### config.mk
export PLATFORM = sky130hd
export DESIGN_NAME = period_meter
export DESIGN_NICKNAME = d
export VERILOG_FILES = /design/src/rtl/meas_pkg.sv /design/src/rtl/edge_sync.sv /design/src/rtl/period_meter.sv
export SDC_FILE = /design/constraint.sdc
export NUM_CORES = 1
export LEC_CHECK = 0
export ABC_CLOCK_PERIOD_IN_PS = 3400
export CORE_MARGIN = 1
export CORE_UTILIZATION = 45
export DETAILED_ROUTE_END_ITERATION = 16
export DONT_BUFFER_PORTS = 1
export PLACE_DENSITY = 0.59
export REMOVE_ABC_BUFFERS = 1
export SETUP_SLACK_MARGIN = 0.3
export SYNTH_ARGS = -nofsm -noshare
export SYNTH_HDL_FRONTEND = slang
export SYNTH_SLANG_ARGS = --single-unit
### constraint.sdc
create_clock -name inclk -period 3.4 [get_ports inclk]
set_clock_uncertainty 0.15 [all_clocks]
set_input_delay 0 -clock inclk [delete_from_list [all_inputs] [get_ports inclk]]
set_output_delay 0 -clock inclk [all_outputs]
set_load 0.1 [all_outputs]
### src/rtl/meas_pkg.sv
// Shared types and defaults for the clock measurement blocks.
// Holds the measurement FSM encoding and the counter ceiling helper.
package meas_pkg;

    typedef enum logic {
        IDLE    = 1'b0,
        MEASURE = 1'b1
    } state_t;

    localparam int CNT_W_DEF = 32;

    // Largest counter value that still leaves room for cnt+1.
    function automatic longint unsigned max_count(input int w);
        return (64'd1 << w) - 64'd2;
    endfunction

endpackage

### src/rtl/edge_sync.sv
// Synchronizer plus history flop producing primed rise/fall strobes.
// Edges are masked until the sync chain has flushed after reset.
module edge_sync #(
    parameter int STAGES = 2
) (
    input  logic inclk,
    input  logic reset,
    input  logic sig_in,
    output logic rise,
    output logic fall
);

    localparam int PW = $clog2(STAGES + 2);
    localparam logic [PW-1:0] PRIME = PW'(STAGES + 1);

    logic [STAGES-1:0] sync;
    logic              s_d;
    logic [PW-1:0]     pcnt;
    logic              s;
    logic              primed;

    assign s      = sync[STAGES-1];
    assign primed = (pcnt == PRIME);

    always_ff @(posedge inclk) begin
        if (reset) begin
            sync <= '0;
            s_d  <= 1'b0;
            pcnt <= '0;
        end else begin
            sync <= {sync[STAGES-2:0], sig_in};
            s_d  <= s;
            if (!primed)
                pcnt <= pcnt + 1'b1;
        end
    end

    assign rise = primed & s & ~s_d;
    assign fall = primed & ~s & s_d;

endmodule

### src/rtl/period_meter.sv
// Measures period and high time of a slow signal in inclk cycles.
// First rise arms the counter; each later rise publishes a result.
module period_meter
    import meas_pkg::*;
#(
    parameter int              CNT_W       = CNT_W_DEF,
    parameter int              SYNC_STAGES = 2,
    parameter longint unsigned MAX_COUNT   = max_count(CNT_W)
) (
    input  logic             inclk,
    input  logic             reset,
    input  logic             sig_in,
    output logic [CNT_W-1:0] period,
    output logic [CNT_W-1:0] high_time,
    output logic             valid,
    output logic             timeout
);

    localparam logic [CNT_W-1:0] MAX_C = CNT_W'(MAX_COUNT);

    state_t           state;
    state_t           state_nxt;
    logic [CNT_W-1:0] cnt;
    logic [CNT_W-1:0] cnt_nxt;
    logic [CNT_W-1:0] hi_pend;
    logic [CNT_W-1:0] hi_nxt;
    logic [CNT_W-1:0] per_nxt;
    logic [CNT_W-1:0] ht_nxt;
    logic             val_nxt;
    logic             to_nxt;
    logic             rise;
    logic             fall;
    logic             meas;
    logic             at_max;

    edge_sync #(
        .STAGES(SYNC_STAGES)
    ) u_sync (
        .inclk (inclk),
        .reset (reset),
        .sig_in(sig_in),
        .rise  (rise),
        .fall  (fall)
    );

    assign meas   = (state == MEASURE);
    assign at_max = (cnt == MAX_C);

    always_ff @(posedge inclk) begin
        if (reset)
            state <= IDLE;
        else
            state <= state_nxt;
    end

    always_comb begin
        state_nxt = state;
        unique case (state)
            IDLE:    if (rise) state_nxt = MEASURE;
            MEASURE: if (!rise && at_max) state_nxt = IDLE;
        endcase
    end

    // A rise always wins over the ceiling, so a period of MAX_COUNT+1 is published.
    always_comb begin
        cnt_nxt = cnt;
        hi_nxt  = hi_pend;
        per_nxt = period;
        ht_nxt  = high_time;
        val_nxt = 1'b0;
        to_nxt  = timeout;
        unique case (1'b1)
            !meas: begin
                cnt_nxt = '0;
                if (rise)
                    hi_nxt = '0;
            end
            meas && rise: begin
                per_nxt = cnt + 1'b1;
                ht_nxt  = hi_pend;
                val_nxt = 1'b1;
                to_nxt  = 1'b0;
                cnt_nxt = '0;
                hi_nxt  = '0;
            end
            meas && !rise && at_max: begin
                to_nxt  = 1'b1;
                cnt_nxt = '0;
            end
            default: begin
                cnt_nxt = cnt + 1'b1;
                if (fall)
                    hi_nxt = cnt + 1'b1;
            end
        endcase
    end

    always_ff @(posedge inclk) begin
        if (reset) begin
            cnt       <= '0;
            hi_pend   <= '0;
            period    <= '0;
            high_time <= '0;
            valid     <= 1'b0;
            timeout   <= 1'b0;
        end else begin
            cnt       <= cnt_nxt;
            hi_pend   <= hi_nxt;
            period    <= per_nxt;
            high_time <= ht_nxt;
            valid     <= val_nxt;
            timeout   <= to_nxt;
        end
    end

endmodule

==> results of run 1 <==
## worst paths after layout
check | end | cells after the start
setup / recovery | hi_pend[25]$_SDFFE_PP0P_ | 7
hold reg to reg | u_sync.sync[1]$_SDFF_PP0_ | 1
setup reg to reg | hi_pend[25]$_SDFFE_PP0P_ | 7
hold / removal | u_sync.sync[0]$_SDFF_PP0_ | 2
## final cells by class
type | instances | area [sq um]
fillers | 1021 | 4992
flip-flops and latches | 136 | 2723
multi-input cells | 362 | 2237
clock buffers | 25 | 515.5
repair buffers | 30 | 245.2
well taps | 140 | 175.2
clock inverters | 7 | 112.6
inverters | 7 | 30.03
## layout by cell type (no fill, tap or decap), types with 2 or more instances in the layout
cell type,instances
inv_1,6
bufinv_16,3
or2_2,2
a21boi_0,2
nor3_1,11
a22o_1,33
nand4_1,13
clkinvlp_4,2
and3_1,8
o21a_1,5
ha_1,3
xnor2_1,6
nor2_1,51
nand2_1,40
and4_1,6
dlygate4sd3_1,3
buf_4,26
clkbuf_8,6
nor2b_1,5
clkbuf_16,17
nor4_1,7
o211ai_1,46
dfxtp_1,136
nand3_1,14
o21ai_0,31
clkbuf_1,2
or3_1,13
xor2_1,9
a21oi_1,33
o31a_1,7
clkinv_2,3
## power by group
group / internal [mW] / switching [mW]
combinational: 0.0154 / 0.0396
clock: 1.27 / 0.651
sequential: 1.60 / 0.00459
total: 2.88 / 0.695
## state kept, by name, indices dropped and copies added (netlist names), 2 cells and up
signal,flops
period,32
high_time,32
hi_pend,32
u_sync.pcnt,2
cnt,32
u_sync.sync,2
## metal layers
| layer | global-route usage | share of wire |
|---|---|---|
| met1 | 0.2707 | 0.47 |
| met2 | 0.3518 | 0.46 |
| met3 | 0.05858 | 0.051 |
| met4 | 0.08857 | 0.015 |
| met5 | 0 | 0 |
## logic make-up (layout without fill, tap and decap cells)
group / after synthesis / after routing
DFF: 136 / 136
adders and majority gates: 3 / 3
AOI/OAI and AO/OA: 165 / 165
buffers and inverters: 49 / 69
xor gates and xnor gates: 15 / 15
and+or+nand+nor: 178 / 178
muxes: 1 / 1
## through the flow
step / setup WS [ps] / utilization / total power, mW / instance area, sq um / TNS, ps
global placement: 552.3 / 0.4856 / 1.681 / 5356 / 0
finish: 464.5 / 0.5474 / 3.579 / 6038 / 0
CTS: 431.7 / 0.5471 / 3.619 / 6035 / 0
detailed placement: 452.2 / 0.4856 / 1.683 / 5356 / 0
global route: 331.9 / 0.5474 / 3.692 / 6038 / 0
floorplan: -192.4 / - / 1.668 / 4975 / -8174
## critical path: stages, from the launching register on
cell and delay (ps):
dfxtp_1 460, nand4_4 210, or4_4 610, o31ai_4 250
buf_4 340, o211ai_1 140, a21oi_1 170, dlygate4sd3_1 550
## what timing repair did
action / CTS / global route
endpoints found under the hold margin: 62 / 0
setup endpoints to repair: 0 / 33
resized for setup: 0 / 1
hold buffers: 4 / 0
==> key figures, run 1 <==
Status
  – Status: complete, no violations

Setup path
  – WP data required: 3610 ps
  – Worst Setup SP: cnt[4]$_SDFF_PP0_
  – CP Max Fanout: 27
  – FF-to-FF Start: cnt[4]$_SDFF_PP0_
  – Slack of the worst reg-to-reg path: 460 ps
  – Setup CP Type: flop to flop
  – Arr. time, crit path: 3150 ps
  – Critical Path Source Type: flop
  – Crit end category: flop

Timing
  – Minimum clock period: 2935 ps
  – Final period util: 0.8634
  – RSZ-0062 raised after global routing: no
  – Minimum hold slack: 100.1 ps
  – Finish-stage setup viols: 0
  – Actual slew at the worst max-slew pin: 989.6 ps
  – Final Hold Viols: 0
  – Slew Limit Fails: 0
  – Fmax: 340.7 MHz
  – Rel. slew slack: 0.3394

Yosys
  – Top cells by count, synth: 136 x dfxtp_1, 51 x nor2_1, 46 x o211ai_1, 40 x nand2_1, 34 x a21oi_1
  – Sequential-to-total area share from yosys stat: 0.5265
  – Synth top area share: 0.5265
  – Post-synthesis mux area share: 0.001936
  – Largest family of logic cells by synthesized area: compound AO/OA/AOI/OAI gates
  – Adder-cell area share of the yosys netlist: 0.007259
  – Largest cells by area after synthesis: dfxtp_1 53%, o211ai_1 6.7%, a22o_1 5.6%
  – Simple-gate portion of the synthesized area: 0.1747
  – FF+latch count, synth: 136
  – Syn Inst Count: 547
  – Most frequent cell after synthesis: dfxtp_1
  – Synth area leader: dfxtp_1
  – Synth warnings: 0
  – Post-synthesis compound-gate area fraction: 0.2211
  – Main synth FF type: dfxtp_1
  – Cell area after synthesis: 5171 sq um
  – Fraction of registers with async set/reset: 0
  – Post-synth EDFFs: 0
  – Post-synthesis xor/xnor area fraction: 0.02541
  – Avg Inst Size Synth: 9.454 sq um
  – Yosys cell types: 45

Floorplan
  – Starting Density: 0.4688
  – Rows: 38
  – Die ar.: 11920 sq um
  – Die width: 109.2 um
  – Ports: 69
  – Die Y: 109.2 um
  – Core box area: 11030 sq um

GRT
  – Largest net degree at the start of global routing: 48
  – GR Overflow Total: 0
  – All-layer global routing usage: 0.2165
  – First-pass GRT wire length: 19440 um
  – Initial antenna violation count: 0
  – Vias in the first global route: 3863

Place
  – Placed cells: 671
  – Routability cong.: 0.8129
  – Post-DP HPWL: 7638 um
  – I/O Buffers: 0

Clock tree
  – CTS tree: yes
  – Worst-path clk slew: 50 ps
  – CTS root buf: clkbuf_16
  – Clock Sinks: 136
  – Clock Latency Late Sink: 420 ps
  – Post-CTS Repair Setup Buffers: 0
  – Cts bufs inserted: 17
  – H-tree Lvls: 4
  – Worst-case clock buffer depth: 2

Route
  – Initial DRC count: 264
  – Detailed Routing Iterations Pass 1: 4
  – DR vias/cell: 5.839
  – Antenna-violating nets left: 0
  – # DRC: 0
  – DR WL/cell: 16.90 um
  – Routed WL: 11950 um
  – Via count: 4128

Layout
  – Share of cells above drive strength 1: 0.1146
  – Final #Nets: 560
  – Area Growth Syn to Fin: 16.77%
  – Fin cells: 707
  – ANT cells: 0

Power and ir drop
  – VDD IR max: 0.3584 mV
  – Static Leak: 2.063 nW
  – P per Cell Area: 592.7 nW/um^2

Job
  – Max-capacitance violation count: 0

Min path
  – Worst hold path type: input pin to flop
  – Hold Crit Start: sig_in
Note: power is estimated with default switching activity, not from simulation.
==> run 2: changes to the inputs <==
CAP_MARGIN = 25   (was unset)
CTS_BUF_LIST = sky130_fd_sc_hd__clkbuf_8   (was unset)
==> run 2 against run 1 <==
Clock power decreased by 31%. Global-route usage decreased by 0.27 points. Maximum frequency increased by 0.61%. Wire length decreased by 0.18%. Sequential share of layout area increased by 1.6 points. Critical endpoint is now hi_pend[15]$_SDFFE_PP0P_. Sequential power about the same. Clock-buffer cell count decreased by 3. Largest cell class unchanged. Combinational power about the same. Critical path depth unchanged.
==> key figures, run 2 (same netlist as run 1, synthesis figures left out) <==
Timing
  – Slew Limit Fails: 0 (unchanged)
  – Final WS setup: 482.4 ps (+17.85 ps)
  – Fmax: 342.7 MHz (+0.61%)
  – Final period util: 0.8581 (-0.005249)
  – Rel. slew slack: 0.3344 (-0.004991)
  – Actual slew at the worst max-slew pin: 997.1 ps (+7.477 ps)
  – RSZ-0062 raised after global routing: no
  – Minimum clock period: 2918 ps (-17.85 ps)
  – Final Hold Viols: 0 (unchanged)
  – Finish-stage setup viols: 0 (unchanged)

Floorplan
  – Ports: 69 (unchanged)
  – Rows: 38 (unchanged)
  – Starting Density: 0.4688 (unchanged)
  – Die ar.: 11920 sq um (unchanged)
  – Die width: 109.2 um (unchanged)
  – Die Y: 109.2 um (unchanged)
  – Core box area: 11030 sq um (unchanged)

Layout
  – Fin area: 5837 sq um (-3.3%)
  – Core Util, Final: 0.5292 (-0.01826)
  – ANT cells: 0 (unchanged)
  – # fillers: 1038 (+1.7%)
  – Most common library cell in the layout ignoring fill and taps: dfxtp_1
  – Final #Nets: 561 (+0.18%)
  – Share of cells above drive strength 1: 0.1144 (-0.0002018)
  – Area Growth Syn to Fin: 12.87%
  – Most frequent cells in the layout: 136 x dfxtp_1, 51 x nor2_1, 46 x o211ai_1

Clock tree
  – Clock Sinks: 136 (unchanged)
  – Clock Latency Late Sink: 440 ps (+20 ps)
  – Cts bufs inserted: 17 (unchanged)
  – Worst-path clk slew: 70 ps (+20 ps)
  – CTS resizes: 0 (unchanged)
  – CTS tree: yes
  – H-tree Lvls: 4 (unchanged)
  – CTS root buf: clkbuf_8
  – Worst-case clock buffer depth: 2 (unchanged)

Setup path
  – Critical path's slowest cell: or4_4
  – CP Max Fanout: 21 (-22%)
  – Crit end category: flop
  – Arr. time, crit path: 3160 ps (about the same)
  – Setup CP Type: flop to flop
  – Critical Path Source Type: flop
  – Max stage delay on crit path: 610 ps (about the same)
  – Crit path cell chain: nand4_4 > or4_4 > o31ai_4 > buf_4 > o211ai_1 > a21oi_1 > dlygate4sd3_1
  – WP data required: 3640 ps (+30 ps)

Route
  – DR vias/cell: 5.722 (-2.0%)
  – DR WL/cell: 16.84 um (-0.32%)
  – Routed WL: 11930 um (-0.18%)
  – # DRC: 0 (unchanged)
  – Antenna-violating nets left: 0 (unchanged)
  – Initial DRC count: 231 (-13%)
  – Detailed Routing Iterations Pass 1: 6 (+2)
  – Via count: 4051 (-1.9%)

GRT
  – First-pass GRT wire length: 19160 um (-1.5%)
  – Largest net degree at the start of global routing: 48 (unchanged)
  – All-layer global routing usage: 0.2137 (-0.002744)
  – Initial antenna violation count: 0 (unchanged)
  – GR Overflow Total: 0 (unchanged)
  – Vias in the first global route: 3786 (-2.0%)

Status
  – Status: complete, no violations

Place
  – Post-DP HPWL: 7744 um (+1.4%)
  – I/O Buffers: 0 (unchanged)
  – Routability cong.: 0.8129 (unchanged)
  – Place WS: 758.1 ps (+305.9 ps)
  – Post-DP Area: 5384 sq um (+0.51%)

Min path
  – Worst hold path type: input pin to flop

Power and ir drop
  – VDD IR max: 0.3265 mV (-8.9%)
  – P per Cell Area: 511.2 nW/um^2 (-14%)
  – Static Leak: 1.985 nW (-3.8%)

Job
  – Max-capacitance violation count: 0 (unchanged)
==> run 2: cell types whose count changed in the layout (fill, tap and decap cells not counted) <==
cell,before,now
clkinv_1,0,1
clkinv_2,3,5
bufinv_16,3,2
clkbuf_8,6,22
buf_16,0,1
clkbuf_16,17,0
inv_1,6,8
clkinvlp_4,2,1
clkbuf_1,2,0
==> run 2: repair_timing <==
action | CTS | global route
hold endpoints to repair | 62 | 0
endpoints found under the setup margin | 0 | 0
setup buffers | 0 | 0
hold buffers | 4 | 0
==> run 2: report_power, final <==
group	internal (mW)	switching, mW	total, mW
Clock	0.737	0.588	1.32
Sequential	1.60	0.00457	1.60
Combinational	0.0156	0.0393	0.0549
==> run 2: critical path, delay by kind of cell, from the launching register on <==
kind | cells | cell delay [ps]
AND/OR/NAND/NOR | 2 | 820
flip-flops | 1 | 460
AO/OA/AOI/OAI | 3 | 580
buffers and inverters | 2 | 850
==> run 2: per-layer routing <==
| layer | up-vias | GRT usage | part of all wire |
|---|---|---|---|
| met5 | - | 0 | 0 |
| met4 | 0 | 0.07524 | 0.013 |
| met3 | 15 | 0.07053 | 0.044 |
| met2 | 86 | 0.3410 | 0.47 |
| met1 | 1935 | 0.2694 | 0.47 |
| li1 | 2015 | - | - |
==> run 2: final timing paths <==
kind	start	endpoint	slack, ps	depth (start not counted)
worst min-delay path	sig_in	u_sync.sync[0]$_SDFF_PP0_	80	2
worst max register to register	cnt[4]$_SDFF_PP0_	hi_pend[15]$_SDFFE_PP0P_	480	7
worst min register to register	u_sync.sync[0]$_SDFF_PP0_	u_sync.sync[1]$_SDFF_PP0_	300	1
worst max-delay path	cnt[4]$_SDFF_PP0_	hi_pend[15]$_SDFFE_PP0P_	480	7
==> run 2: final cells by class <==
cell class,count,area (sq um),area share
clock inverters,10,100.1,0.01715
repair buffers,31,272.8,0.04673
multi-input cells,362,2237,0.3833
well taps,140,175.2,0.03001
inverters,7,26.28,0.004502
flip-flops and latches,136,2723,0.4665
clock buffers,22,302.8,0.05188
==> run 2: stage by stage <==
stage	total power, mW	instances	hold slack, ps	TNS [ps]
after floorplan	1.668	505	-80.93	-8174
after detailed placement	1.683	672	-71.95	0
final	2.984	708	77.09	0
after global placement	1.681	671	-73.12	0
after global routing	3.097	708	48.27	0
after CTS	3.021	708	46.75	0
